[src/rtl/uram_read_streamer.sv]
// Burst read engine for a fixed-latency URAM port: walks sequential addresses,
// tracks in-flight reads in a valid/last shadow pipe and buffers returns in a FWFT FIFO.
module uram_read_streamer #(
    parameter int DATA_WIDTH    = 64,
    parameter int ADDRESS_WIDTH = 12,
    parameter int READ_LATENCY  = 2,
    parameter int FIFO_DEPTH    = 4
) (
    input  logic                     clock,
    input  logic                     reset_n,
    input  logic                     cmd_valid,
    output logic                     cmd_ready,
    input  logic [ADDRESS_WIDTH-1:0] cmd_base,
    input  logic [ADDRESS_WIDTH-1:0] cmd_len,
    output logic [ADDRESS_WIDTH-1:0] mem_raddr,
    input  logic [DATA_WIDTH-1:0]    mem_dout,
    output logic                     out_valid,
    input  logic                     out_ready,
    output logic [DATA_WIDTH-1:0]    out_data,
    output logic                     out_last,
    output logic                     busy
);

    localparam int PW = (FIFO_DEPTH > 1) ? $clog2(FIFO_DEPTH) : 1;
    localparam int OW = $clog2(FIFO_DEPTH + 1);
    localparam int IW = $clog2(READ_LATENCY + 1);
    localparam int CW = $clog2(FIFO_DEPTH + READ_LATENCY + 1);

    typedef enum logic {
        ST_IDLE  = 1'b0,
        ST_ISSUE = 1'b1
    } state_e;

    state_e                   state_q, state_d;
    logic [ADDRESS_WIDTH-1:0] addr_q, addr_d;
    logic [ADDRESS_WIDTH-1:0] remaining_q, remaining_d;
    logic [READ_LATENCY-1:0]  sh_valid_q, sh_valid_d;
    logic [READ_LATENCY-1:0]  sh_last_q, sh_last_d;
    logic [DATA_WIDTH-1:0]    fifo_data_q [FIFO_DEPTH];
    logic [DATA_WIDTH-1:0]    fifo_data_d [FIFO_DEPTH];
    logic [FIFO_DEPTH-1:0]    fifo_last_q, fifo_last_d;
    logic [PW-1:0]            wr_ptr_q, wr_ptr_d;
    logic [PW-1:0]            rd_ptr_q, rd_ptr_d;
    logic [OW-1:0]            occ_q, occ_d;

    logic [IW-1:0] inflight;
    logic          credit_ok;
    logic          issue;
    logic          push;
    logic          pop;

    function automatic logic [PW-1:0] ptr_inc(input logic [PW-1:0] p);
        return (p == PW'(FIFO_DEPTH - 1)) ? '0 : p + 1'b1;
    endfunction

    // Credit uses registered occupancy/inflight only; a pop in this cycle frees a slot next cycle.
    always_comb begin
        inflight = '0;
        for (int i = 0; i < READ_LATENCY; i++) begin
            inflight = inflight + IW'(sh_valid_q[i]);
        end
        credit_ok = (CW'(occ_q) + CW'(inflight)) < CW'(FIFO_DEPTH);
    end

    assign issue     = (state_q == ST_ISSUE) && credit_ok;
    assign push      = sh_valid_q[READ_LATENCY-1];
    assign out_valid = (occ_q != '0);
    assign pop       = out_valid && out_ready;
    assign cmd_ready = reset_n && (state_q == ST_IDLE);

    always_comb begin
        state_d     = state_q;
        addr_d      = addr_q;
        remaining_d = remaining_q;
        case (state_q)
            ST_IDLE: begin
                if (cmd_valid && cmd_ready) begin
                    addr_d      = cmd_base;
                    remaining_d = cmd_len;
                    state_d     = ST_ISSUE;
                end
            end
            ST_ISSUE: begin
                if (issue) begin
                    addr_d      = addr_q + 1'b1;
                    remaining_d = remaining_q - 1'b1;
                    if (remaining_q == '0) begin
                        state_d = ST_IDLE;
                    end
                end
            end
            default: state_d = ST_IDLE;
        endcase
    end

    always_comb begin
        sh_valid_d    = '0;
        sh_last_d     = '0;
        sh_valid_d[0] = issue;
        sh_last_d[0]  = issue && (remaining_q == '0);
        for (int i = 1; i < READ_LATENCY; i++) begin
            sh_valid_d[i] = sh_valid_q[i-1];
            sh_last_d[i]  = sh_last_q[i-1];
        end
    end

    always_comb begin
        fifo_data_d = fifo_data_q;
        fifo_last_d = fifo_last_q;
        wr_ptr_d    = wr_ptr_q;
        rd_ptr_d    = rd_ptr_q;
        occ_d       = occ_q;
        if (push) begin
            fifo_data_d[wr_ptr_q] = mem_dout;
            fifo_last_d[wr_ptr_q] = sh_last_q[READ_LATENCY-1];
            wr_ptr_d              = ptr_inc(wr_ptr_q);
        end
        if (pop) begin
            rd_ptr_d = ptr_inc(rd_ptr_q);
        end
        if (push && !pop) begin
            occ_d = occ_q + 1'b1;
        end else if (pop && !push) begin
            occ_d = occ_q - 1'b1;
        end
    end

    always_ff @(posedge clock or negedge reset_n) begin
        if (!reset_n) begin
            state_q     <= ST_IDLE;
            addr_q      <= '0;
            remaining_q <= '0;
            sh_valid_q  <= '0;
            sh_last_q   <= '0;
            for (int i = 0; i < FIFO_DEPTH; i++) begin
                fifo_data_q[i] <= '0;
            end
            fifo_last_q <= '0;
            wr_ptr_q    <= '0;
            rd_ptr_q    <= '0;
            occ_q       <= '0;
        end else begin
            state_q     <= state_d;
            addr_q      <= addr_d;
            remaining_q <= remaining_d;
            sh_valid_q  <= sh_valid_d;
            sh_last_q   <= sh_last_d;
            fifo_data_q <= fifo_data_d;
            fifo_last_q <= fifo_last_d;
            wr_ptr_q    <= wr_ptr_d;
            rd_ptr_q    <= rd_ptr_d;
            occ_q       <= occ_d;
        end
    end

    // The address register drives the URAM directly; it only moves on accept or issue.
    assign mem_raddr = addr_q;
    assign out_data  = fifo_data_q[rd_ptr_q];
    assign out_last  = out_valid && fifo_last_q[rd_ptr_q];
    assign busy      = (state_q == ST_ISSUE) || (|sh_valid_q) || out_valid;

endmodule

[config.mk]
export PLATFORM = sky130hd
export DESIGN_NAME = uram_read_streamer
export DESIGN_NICKNAME = d
export VERILOG_FILES = /design/src/rtl/uram_read_streamer.sv
export SDC_FILE = /design/constraint.sdc
export NUM_CORES = 1
export LEC_CHECK = 0
export BUFFER_PORTS_ARGS = -buffer_cell sky130_fd_sc_hd__buf_4
export CORE_MARGIN = 2
export CORE_UTILIZATION = 50
export CTS_BUF_LIST = sky130_fd_sc_hd__clkbuf_16
export DETAILED_ROUTE_END_ITERATION = 12
export PLACE_DENSITY = 0.7
export SETUP_SLACK_MARGIN = 0.1
export SYNTH_ARGS = -nofsm -noshare
export SYNTH_HDL_FRONTEND = slang
export SYNTH_SLANG_ARGS = --single-unit
export TNS_END_PERCENT = 100
[constraint.sdc]
create_clock -name clock -period 4.25 [get_ports clock]
set_input_delay 0.425 -clock clock [delete_from_list [all_inputs] [get_ports clock]]
set_output_delay 0.425 -clock clock [all_outputs]
set_load 0.005 [all_outputs]
# ---- Word level (Yosys, flattened, before mapping)
# Cells that the tools add are included.
dict set report totals {
  regBits 296
  word_cells 79
}
dict set report op_classes {
  n_addsub 8
  n_lt_le_gt_ge 7
  eq_ne 4
  muxes 25
  n_bitwise 3
  reduce_logical 19
}
# operator n
set ops {}
lappend ops {{bitwise mux 256 bit} 1}
lappend ops {{two-way mux 64 bit} 3}
lappend ops {{binary-select mux 64 bit (select 2 bit)} 1}
lappend ops {{demux 64 bit (select 2 bit)} 1}
lappend ops {{two-way mux 12 bit} 4}
lappend ops {{case mux 12 bit (2 select lines)} 2}
lappend ops {{adder 12 x 1 -> 12 bit (second input constant)} 1}
lappend ops {{zero test 12 bit} 1}
lappend ops {{subtractor 12 x 1 -> 12 bit (second input constant)} 1}
lappend ops {{logical AND 1 bit} 10}
lappend ops {{>= comparator 3 bit (second input constant)} 2}
lappend ops {{less-than comparator 2 x 3 -> 1 bit (second input constant)} 2}
lappend ops {{two-way mux 3 bit} 2}
lappend ops {{NOT 2 -> 3 bit} 2}
lappend ops {{two-way mux 1 bit} 5}
lappend ops {{adder 2 x 1 -> 2 bit (second input constant)} 2}
lappend ops {{bitwise mux 4 bit} 1}
lappend ops {{== test 2 bit (second input constant)} 2}
lappend ops {{two-way mux 2 bit} 2}
lappend ops {{!= test 2 x 1 -> 1 bit (second input constant)} 2}
lappend ops {{adder 3 x 1 -> 3 bit (second input constant)} 1}
lappend ops {{adder 3 x 2 -> 3 bit} 1}
lappend ops {{less-than comparator 3 x 1 -> 1 bit (second input constant)} 1}
lappend ops {{less-than comparator 3 bit (second input constant)} 1}
lappend ops {{other kinds (13)} 15}

# ---- Longest topological paths before layout
dict set report logic_depth {
  ltp_word 6
  mapped_depth 9
  ltp_nobuf 8
}

# ---- Worst setup path before layout
# Ideal clock, no wire load.
dict set report synth_path {
  path_kind {register to register}
  startpoint {register occ_q[2]}
  endpoint {register occ_q[2]}
  setup_time_ns 0.079
  t_arrival_ns 1.967
  path_slack_ns 2.203
  path_stages_with_launch 10
  n_path_buf 1
  cell_sequence {dfrtp_1 clkbuf_1 or3_1 nand2_1 ha_1 inv_1 fa_1 xor2_1 nor2_1 xor2_1}
}
dict set report synth_between {
  elab_chain_len 5
}
# element line_no
set synth_rtl {}
lappend synth_rtl {{start: declaration} 44} ;# logic [OW-1:0] occ_q, occ_d;
lappend synth_rtl {{start signal: assignment} 141} ;# occ_q <= '0;
lappend synth_rtl {{start signal: assignment} 152} ;# occ_q <= occ_d;
lappend synth_rtl {{nonzero test 3 bit (*)} 67} ;# assign out_valid = (occ_q != '0);
lappend synth_rtl {{via out_valid} 17} ;# output logic out_valid,
lappend synth_rtl {{logical AND 1 bit (*)} 68} ;# assign pop = out_valid && out_ready;
lappend synth_rtl {{zero test 1 bit} 121} ;# if (push && !pop) begin
lappend synth_rtl {{logical AND 1 bit} 121}
lappend synth_rtl {{two-way mux 3 bit / nonzero test 2 bit (equally long branches)} n/a}
# The timed path passes the listed nets; every way through them passes the cells marked *. The select of a mux whose other input is x is not followed.
# A chain may end at the register's enable or synchronous reset.

# ---- Worst setup path after layout
dict set report layout_path {
  startpoint {register rd_ptr_q[0]}
  endpoint {output port out_data[56]}
}
dict set report layout_between {
  elab_chain_len 4
}
# element line_no
set layout_rtl {}
lappend layout_rtl {{start: declaration} 43} ;# logic [PW-1:0] rd_ptr_q, rd_ptr_d;
lappend layout_rtl {{start signal: assignment} 151} ;# rd_ptr_q <= rd_ptr_d;
lappend layout_rtl {{NOT 2 -> 3 bit (not written as such)} 158} ;# assign out_data = fifo_data_q[rd_ptr_q];
lappend layout_rtl {{binary-select mux 64 bit (select 2 bit)} 158}
lappend layout_rtl {{two-way mux 64 bit (not written as such) (2 in series)} 158}
lappend layout_rtl {{end: declaration} 19} ;# output logic [DATA_WIDTH-1:0] out_data,
# No other way between the ends. The select of a mux whose other input is x is not followed.

==> flow_metrics.tcl <==
set metrics [dict create \
    status "finished, final reports clean" \
    fin_area_sq_um 16000 \
    grt_pass1_wl_mm 46.0 \
    rsz0062_at_grt "no" \
    globalplace.congestion 0.810 \
    ys_seq_elements 296 \
    hp-start "cmd_base[9]" \
    cp.arrival_ns 2.59 \
    relSlewSlack 0.268 \
    core_sq_um 26700 \
    max_cap_viol_count 0 \
    yosysSeqAreaShare 0.549 \
    cts_buffer_depth 3 \
    start_kind "flop" \
    post-route-period-util 0.709 \
    synthToLayoutAreaGrowth_pct 18.6 \
    tns_ns 0 \
    start_util 0.504 \
    synth_edf_count 0 \
    synth.top_cell.area_share 0.549 \
    synth_ff_type "dfrtp_1" \
    dieArea_sq_um 28300 \
    powerDensity_nw_per_um2 832 \
    dp_slack_ns 1.69 \
    path_max_fanout 35 \
    die_x_um 168 \
    dp_cells 1352 \
    reg2reg_from "state_q" \
    synth_commonest_cells "296 x dfrtp_1, 262 x mux2_2, 65 x mux4_2, 54 x clkbuf_1, 23 x nand2_1" \
    synth_area_leaders "dfrtp_1 55%, mux2_2 22%, mux4_2 11%, clkbuf_1 1.5%, ha_1 0.93%" \
    clock_sinks 296 \
    p_leak_uw 0.00688 \
    port_buffers 171 \
    reg2reg_to "mem_raddr[11]" \
    cts_tree "built" \
    worst_slack_ns 1.24 \
    timing.fmax_mhz 332 \
    num_rows 60 \
    hp-class "input port to flop" \
    syn_avg_cell_area_sq_um 15.0 \
    dpl_cell_area_sq_um 15000 \
    synthDistinctLibCells 55 \
    ff2ff_path_depth 5 \
    fin_skew_ns 0.00808 \
    clk-insertion-delay-late_ns 0.55 \
    path_class "flop to output pin" \
    finalHoldViolCount 0 \
    post-synth-top-count-cell "dfrtp_1" \
    postCtsSetupBuffers 0 \
    tightest_slew_ns 1.10 \
    ys.warnings.count 0 \
    drive_gt1_frac 0.532 \
    antenna_found_initial 1 \
    synth_area_leader_cell "dfrtp_1" \
    syn_area_sq_um 13500 \
    grt_use_total 0.202 \
    hold_end "mem_raddr[9]" \
    vias_per_cell 5.83 \
    htreeDepth 1 \
    ios 172 \
    finalWirelength_mm 28.1 \
    period_needed_ns 3.01 \
    cts_buffers 31 \
    postRouteAntennaNets 0 \
    fillers 2126 \
    synth_cells 897 \
    final_nets 1148 \
    critPathCaptureType "output pin" \
    drt_iter0_drc 429 \
    drtPass1Iterations 5 \
    cts_root_buffer "clkbuf_16" \
    grt_pass1_vias 8616 \
    syn_nets 1000 \
    final-max-slew-violation-count 0 \
    dr_total_vias 8224 \
    stdcell_count 1411 \
    grt_max_degree 81 \
    path_clk_slew_ns 0.06 \
    async_flop_share 1.00 \
    drc 0 \
    reg2reg_slack_ns 1.64 \
    peakVddDrop_v 0.000422 \
    wl_per_cell_um 19.9 \
    whs_path_depth 3 \
    setup_viol 0 \
    worstPathRequired_ns 3.83 \
    hpwl_mm 16.9 \
    die_h_um 168 \
    whs_ns 0.0926 \
    overflow 0 \
]
==> cell usage in the layout, fill, tap and decap left out, types with 3 or more instances in the layout <==
cell         n
clkinv_2    10
nor4_1      13
o31ai_1      5
mux4_2      65
nand2_4      4
inv_1       19
o211ai_1     8
ha_1        10
clkbuf_16   31
mux2_2     262
o32ai_1      6
mux2i_1      6
buf_4      180
dfrtp_1    294
nand4_1      7
nand2_1     19
clkinv_1     7
a32oi_1      3
nor2_1      12
and3_1       3
o32a_1       4
a21oi_1      4
o311ai_0     4
o21ai_0      5
and2_1       3
nor3_1      19
nand3_1     11
a31oi_1      9
==> stage by stage <==
| stage | total power, uW | utilization |
|---|---|---|
| global route | 14200 | 0.598 |
| detailed placement | 10900 | 0.563 |
| CTS | 13500 | 0.598 |
| global placement | 10800 | 0.563 |
| floorplan | 8760 | - |
| finish | 13300 | 0.598 |
==> worst max-delay path by stage <==
stage	startpoint	slack (ns)	cells past startpoint	endpoint
finish	rd_ptr_q[0]	1.24	3	out_data[56]
global route	rd_ptr_q[0]	1.05	3	out_data[56]
CTS	rd_ptr_q[0]	1.14	3	out_data[56]
detailed placement	state_q	1.69	5	remaining_q[11]
global placement	rd_ptr_q[0]	1.74	3	out_data[56]
floorplan	occ_q[2]	2.20	9	occ_q[2]
==> routing by layer <==
metal  vias to the layer above  global-route usage  routed length, um  part of all wire
li1                       3694                   -                  -                 -
met1                      4293               0.279              12600              0.45
met2                       195               0.335              13600              0.48
met3                        42              0.0407               1460             0.052
met4                         0              0.0439                521             0.019
met5                         -                   0                  0                 0
==> critical path, stage by stage (launching register included) <==
cell	delay (ns)
dfrtp_4	0.89
buf_4	0.41
mux4_2	0.56
buf_4	0.15
==> report_power, final <==
group / internal [uW] / switching (uW) / leakage [uW]
combinational: 3520 / 2110 / 0.00293
clock: 1380 / 1090 / 0.000481
sequential: 4230 / 960 / 0.00347
total: 9140 / 4160 / 0.00688
==> cell type report <==
| type | instances | area (sq um) | area share |
|---|---|---|---|
| sequential | 296 | 7410 | 0.464 |
| timing repair buffer | 183 | 1400 | 0.0873 |
| tap | 341 | 427 | 0.0267 |
| clock buffer | 31 | 776 | 0.0485 |
| clock inverter | 26 | 149 | 0.00931 |
| inverter | 14 | 52.6 | 0.00329 |
| antenna | 1 | 2.50 | 0.000157 |
| multi-input combinational | 519 | 5770 | 0.361 |
==> what timing repair did <==
item                                   4_1_cts  5_1_grt
hold buffers                                 1        0
setup endpoints to repair                    0        0
endpoints found under the hold margin       38        0
resized for setup                            0        0
==> logic make-up after synthesis <==
logic type / count (synthesis) / share of synthesized area
DFF: 296 / 0.549
and+or+nand+nor: 110 / 0.0447
AOI/OAI and AO/OA: 62 / 0.0366
adders and majority gates: 11 / 0.0108
muxes: 333 / 0.332
buffers and inverters: 82 / 0.0246
xor gates and xnor gates: 3 / 0.00195
==> state kept, by name (all words and copies together) (netlist names) <==
signal / cells
fifo_data_q: 256
fifo_last_q: 4
mem_raddr: 12
occ_q: 3
rd_ptr_q: 2
remaining_q: 12
sh_last_q: 2
sh_valid_q: 2
state_q: 1
wr_ptr_q: 2
(Power assumes the default switching activity.)
